### src/rtl/q2a03_oam_dma.sv
// Sprite (OAM) DMA engine: snoops CPU writes to the DMA page register, halts the CPU and copies one 256-byte page to the OAM data port.
// Optional Q2A03_DMA_ALIGN_EN inserts an ALIGN cycle so the first READ lands on an even ("get") M-cycle.
module q2a03_oam_dma #(
    parameter logic [15:0] DMA_REG_ADDR  = 16'h4014,
    parameter logic [15:0] OAM_DATA_ADDR = 16'h2004
) (
    input  logic        G_clock,
    input  logic        G_reset,
    input  logic        G_phy2,
    input  logic [15:0] cpu_addr,
    input  logic [7:0]  cpu_wr_data,
    input  logic        cpu_rdwr,
    input  logic [7:0]  bus_rd_data,
    output logic        G_ready,
    output logic [15:0] bus_addr,
    output logic [7:0]  bus_wr_data,
    output logic        bus_rdwr,
    output logic        dma_active
);

    localparam logic [2:0] ST_IDLE  = 3'd0;
    localparam logic [2:0] ST_HALT  = 3'd1;
    localparam logic [2:0] ST_ALIGN = 3'd2;
    localparam logic [2:0] ST_READ  = 3'd3;
    localparam logic [2:0] ST_WRITE = 3'd4;

    logic [2:0] state;
    logic [7:0] page;
    logic [7:0] index;
    logic [7:0] data_latch;
    logic       phy2_d;
    logic       fall;
    logic       trigger;
    logic       align_needed;

    always_ff @(posedge G_clock or negedge G_reset) begin
        if (!G_reset) begin
            phy2_d <= 1'b0;
        end else begin
            phy2_d <= G_phy2;
        end
    end

    // One-clock strobe marking the end of every CPU M-cycle.
    assign fall    = phy2_d & ~G_phy2;
    assign trigger = (state == ST_IDLE) && !cpu_rdwr && (cpu_addr == DMA_REG_ADDR);

`ifdef Q2A03_DMA_ALIGN_EN
    logic parity;

    // Free-running from reset so it tracks get/put cycles even while idle.
    always_ff @(posedge G_clock or negedge G_reset) begin
        if (!G_reset) begin
            parity <= 1'b0;
        end else if (fall) begin
            parity <= ~parity;
        end
    end

    assign align_needed = parity;
`else
    assign align_needed = 1'b0;
`endif

    always_ff @(posedge G_clock or negedge G_reset) begin
        if (!G_reset) begin
            state      <= ST_IDLE;
            page       <= 8'h00;
            index      <= 8'h00;
            data_latch <= 8'h00;
        end else if (fall) begin
            case (state)
                ST_IDLE: begin
                    if (trigger) begin
                        page  <= cpu_wr_data;
                        index <= 8'h00;
                        state <= ST_HALT;
                    end
                end
                ST_HALT: begin
                    state <= align_needed ? ST_ALIGN : ST_READ;
                end
                ST_ALIGN: begin
                    state <= ST_READ;
                end
                ST_READ: begin
                    data_latch <= bus_rd_data;
                    state      <= ST_WRITE;
                end
                ST_WRITE: begin
                    // Index wraps to zero on the last byte, leaving it ready for the next transfer.
                    index <= index + 8'd1;
                    state <= (index == 8'hFF) ? ST_IDLE : ST_READ;
                end
                default: begin
                    state <= ST_IDLE;
                end
            endcase
        end
    end

    always_comb begin
        G_ready     = 1'b1;
        dma_active  = 1'b0;
        bus_addr    = cpu_addr;
        bus_wr_data = cpu_wr_data;
        bus_rdwr    = cpu_rdwr;
        case (state)
            ST_IDLE: begin
            end
            ST_READ: begin
                G_ready     = 1'b0;
                dma_active  = 1'b1;
                bus_addr    = {page, index};
                bus_rdwr    = 1'b1;
                bus_wr_data = 8'hFF;
            end
            ST_WRITE: begin
                G_ready     = 1'b0;
                dma_active  = 1'b1;
                bus_addr    = OAM_DATA_ADDR;
                bus_rdwr    = 1'b0;
                bus_wr_data = data_latch;
            end
            default: begin
                // HALT and ALIGN: dummy read at the stalled CPU address, CPU writes suppressed.
                G_ready     = 1'b0;
                dma_active  = 1'b1;
                bus_addr    = cpu_addr;
                bus_rdwr    = 1'b1;
                bus_wr_data = 8'hFF;
            end
        endcase
    end

endmodule

### config.mk
export PLATFORM = sky130hd
export DESIGN_NAME = q2a03_oam_dma
export DESIGN_NICKNAME = d
export VERILOG_FILES = /design/src/rtl/q2a03_oam_dma.sv
export SDC_FILE = /design/constraint.sdc
export NUM_CORES = 1
export LEC_CHECK = 0
export ABC_AREA = 1
export CAP_MARGIN = 5
export CORE_MARGIN = 2
export CORE_UTILIZATION = 44
export DETAILED_ROUTE_END_ITERATION = 10
export PLACE_DENSITY_LB_ADDON = 0.2
export SKIP_LAST_GASP = 1
export SLEW_MARGIN = 15
export SYNTH_ARGS = -nofsm -noshare
export SYNTH_HDL_FRONTEND = slang
export SYNTH_SLANG_ARGS = --single-unit
### constraint.sdc
create_clock -name G_clock -period 2.07 [get_ports G_clock]
set_clock_uncertainty 0.05 [all_clocks]
set_input_delay 0.414 -clock G_clock [delete_from_list [all_inputs] [get_ports G_clock]]
set_output_delay 0.414 -clock G_clock [all_outputs]
set_load 0.02 [all_outputs]
==> impl_metrics.toml <==
[layout]
layout-drive-gt1-share_pct = 24.4
n_fill_cell = 330
syn2layout_area_growth_pct = 51.5
multi_input_area_um2 = 842
final_util_pct = 69.3
layout.cells.non_filler = 359
seq_area_um2 = 702
diodes = 0
nets = 349

[drt]
drt_pass1_iterations = 4
drc = 0
wl_per_cell_um = 12.7
wl_um = 4560
postRouteAntennaNets = 0
num_vias = 1766
avgViaCountPerCell = 4.92
drtIter0Drc = 106

[min_path]
min_from = "data_latch[1]"
min_path_cells = 1
min_to = "data_latch[1]"
hold_path.class = "flop to flop"

[grt]
grt_pass1_wl_um = 7800
grt_pass1_vias = 1723
antenna_found_initial = 0
gr-total-overflow = 0
grt_max_degree = 29
grt.total_usage_pct = 23.3

[yosys]
synth-edff-count = 0
yosysWarnings = 0
synth_top_area_share_pct = 41.8
syn_inst = 221
avgSynthCellArea_um2 = 7.58
synth_cell_types = 26
synth.most_common_cell = "nand2_1"
yosys_most_used_dff = "dfrtp_1"
synth.top_cells.by_area = "dfrtp_1 (42%), nand2_1 (14%), inv_1 (7.6%)"
synthesis.nets = 258
yosys-top-cells-count = "nand2_1 (62), inv_1 (34), dfrtp_1 (28), nor2_1 (19), nand3_1 (13)"
async_flop_share_pct = 100
ys_ff_latch = 28
synth_area_mm2 = 0.00168
yosysSeqAreaShare_pct = 41.8
yosysTopAreaCell = "dfrtp_1"

[die]
num_rows = 22
ioPinCount = 63
fp.coreArea_mm2 = 0.00366
die_h_um = 65.7
dieArea_mm2 = 0.00432
start_util_pct = 45.8
die_w_um = 65.7

[critical_path]
crit_path_start_kind = "flop"
r2r_setup_slack_ns = 0.26
r2r_start = "index[0]"
critPathSlowestCell = "dfrtp_2"
reg2reg_depth = 8
reg2reg_to = "state[1]"
crit_path_max_fanout = 11
crit_required_ns = 1.61
cp-end-kind = "primary output"
cpPeakStageDelay_ns = 0.45
crit_chain = "nor2_4 > buf_6 > nand2_8 > o22ai_1 > inv_1 > clkdlybuf4s15_2"
worstSetupPathType = "flop to primary output"
arrival_ns = 1.53

[sta]
finalMaxSlewViolations = 0
finalCriticalPeriod_ns = 1.99
timing.fmax_ghz = 0.502
setup_viol = 0
tightest_slew_ns = 0.370
fin_crit_sh_pct = 96.3
hold_viol_final = 0
maxSlewHeadroom_pct = 75.3
timing.hold.ws_ns = 0.451

[clock_tree]
tritoncts = "yes"
numCtsBuffers = 3
clock_latency_ns = 0.27
clock-sinks = 28
hold_buffers = 0
root_buffer = "clkbuf_8"
htreeDepth = 1
cts.path.max_buffers = 2
clkSlewWorstSetupHoldPaths_ns = 0.10

[power]
ir_drop_mv = 0.656
power-per-cell-area_mw_per_mm2 = 1040
total_power_w = 0.00264
p_leak_nw = 1.29

[placed_design]
gp_congestion = 0.958
placedCellCount = 354
portBuffers = 62
dp_hpwl_um = 3420

[status]
outcome = "finished, final reports clean"

[run]
maxCapViolCount = 0
## power by group
part           internal [W]  switching, W
clock network      0.000170      0.000172
logic              0.000662      0.000885
registers          0.000659     0.0000931
## worst max-delay path, delay by kind of cell (launching register included)
family	cells	cell delay, ns
buffers and inverters	3	0.46
DFF	1	0.45
and+or+nand+nor	2	0.22
AOI/OAI and AO/OA	1	0.12
## flip-flops by register name, summed over array words and instances (netlist names)
register	flops
state	3
data_latch	8
index	8
page	8
phy2_d	1
## per-layer routing
metal	share of wire, %	GRT usage (%)	wire [µm]
met1	43	30.2	1960
met2	48	40.3	2180
met3	7.9	4.11	362
met4	1.2	5.47	56
met5	0	0	0
## layout make-up
type                       instances  share of cell area (%)
multi-input combinational        152                    33.2
timing repair buffer              92                    29.5
sequential                        28                    27.6
inverter                          35                    5.17
tap                               48                    2.37
clock buffer                       4                    2.17
## worst max path at each step
stage	to	startpoint
global route	G_ready	state[1]
detailed placement	bus_addr[14]	state[1]
finish	bus_wr_data[0]	state[1]
floorplan	bus_addr[14]	state[1]
global placement	bus_addr[1]	cpu_addr[1]
CTS	bus_addr[14]	state[1]
## cell families after synthesis
group / Yosys count / synth area share (%)
AO/OA/AOI/OAI: 37 / 13.5
adder cells (fa/ha/maj): 1 / 0.747
buffers and inverters: 41 / 10.1
flip-flops: 28 / 41.8
multiplexers: 8 / 5.38
AND/OR/NAND/NOR: 106 / 28.5
## layout by cell type, fill, tap and decap left out, types with 2 or more instances in the layout
cell | netlist | final
mux2_1 | 8 | 8
buf_4 | 1 | 28
nor2_1 | 19 | 18
a21oi_1 | 2 | 2
inv_1 | 34 | 32
clkbuf_8 | 0 | 4
o22a_1 | 2 | 2
buf_6 | 1 | 2
a22o_1 | 6 | 6
nand2_4 | 2 | 2
clkdlybuf4s50_1 | 0 | 35
o22ai_2 | 0 | 2
nor3b_1 | 2 | 2
dlygate4sd2_1 | 0 | 3
clkdlybuf4s15_2 | 0 | 3
nor2_2 | 2 | 2
nand3_1 | 13 | 13
dfrtp_1 | 28 | 27
clkbuf_2 | 0 | 3
nand2_1 | 62 | 61
o22ai_1 | 9 | 7
o21ai_1 | 8 | 8
nand2_2 | 2 | 2
buf_2 | 3 | 18
nor2_4 | 1 | 2
o21ai_0 | 10 | 10
inv_2 | 1 | 3
## repair_timing
action | CTS | global route
resized for setup | 90 | 22
cloned | 0 | 0
endpoints found under the setup margin | 27 | 25
pin swaps | 0 | 0
setup buffers | 0 | 1
## stage by stage
step,area [µm²],TNS [ns],setup WS [ns]
2_1_floorplan,1680,0,0.199
3_3_place_gp,2540,-1.03,-0.0926
3_5_place_dp,2540,-1.36,-0.0955
4_1_cts,2560,-0.0549,-0.0504
5_1_grt,2540,-0.00227,-0.00227
6_report,2540,0,0.0760
No activity file was read; power rests on OpenSTA's default activity.
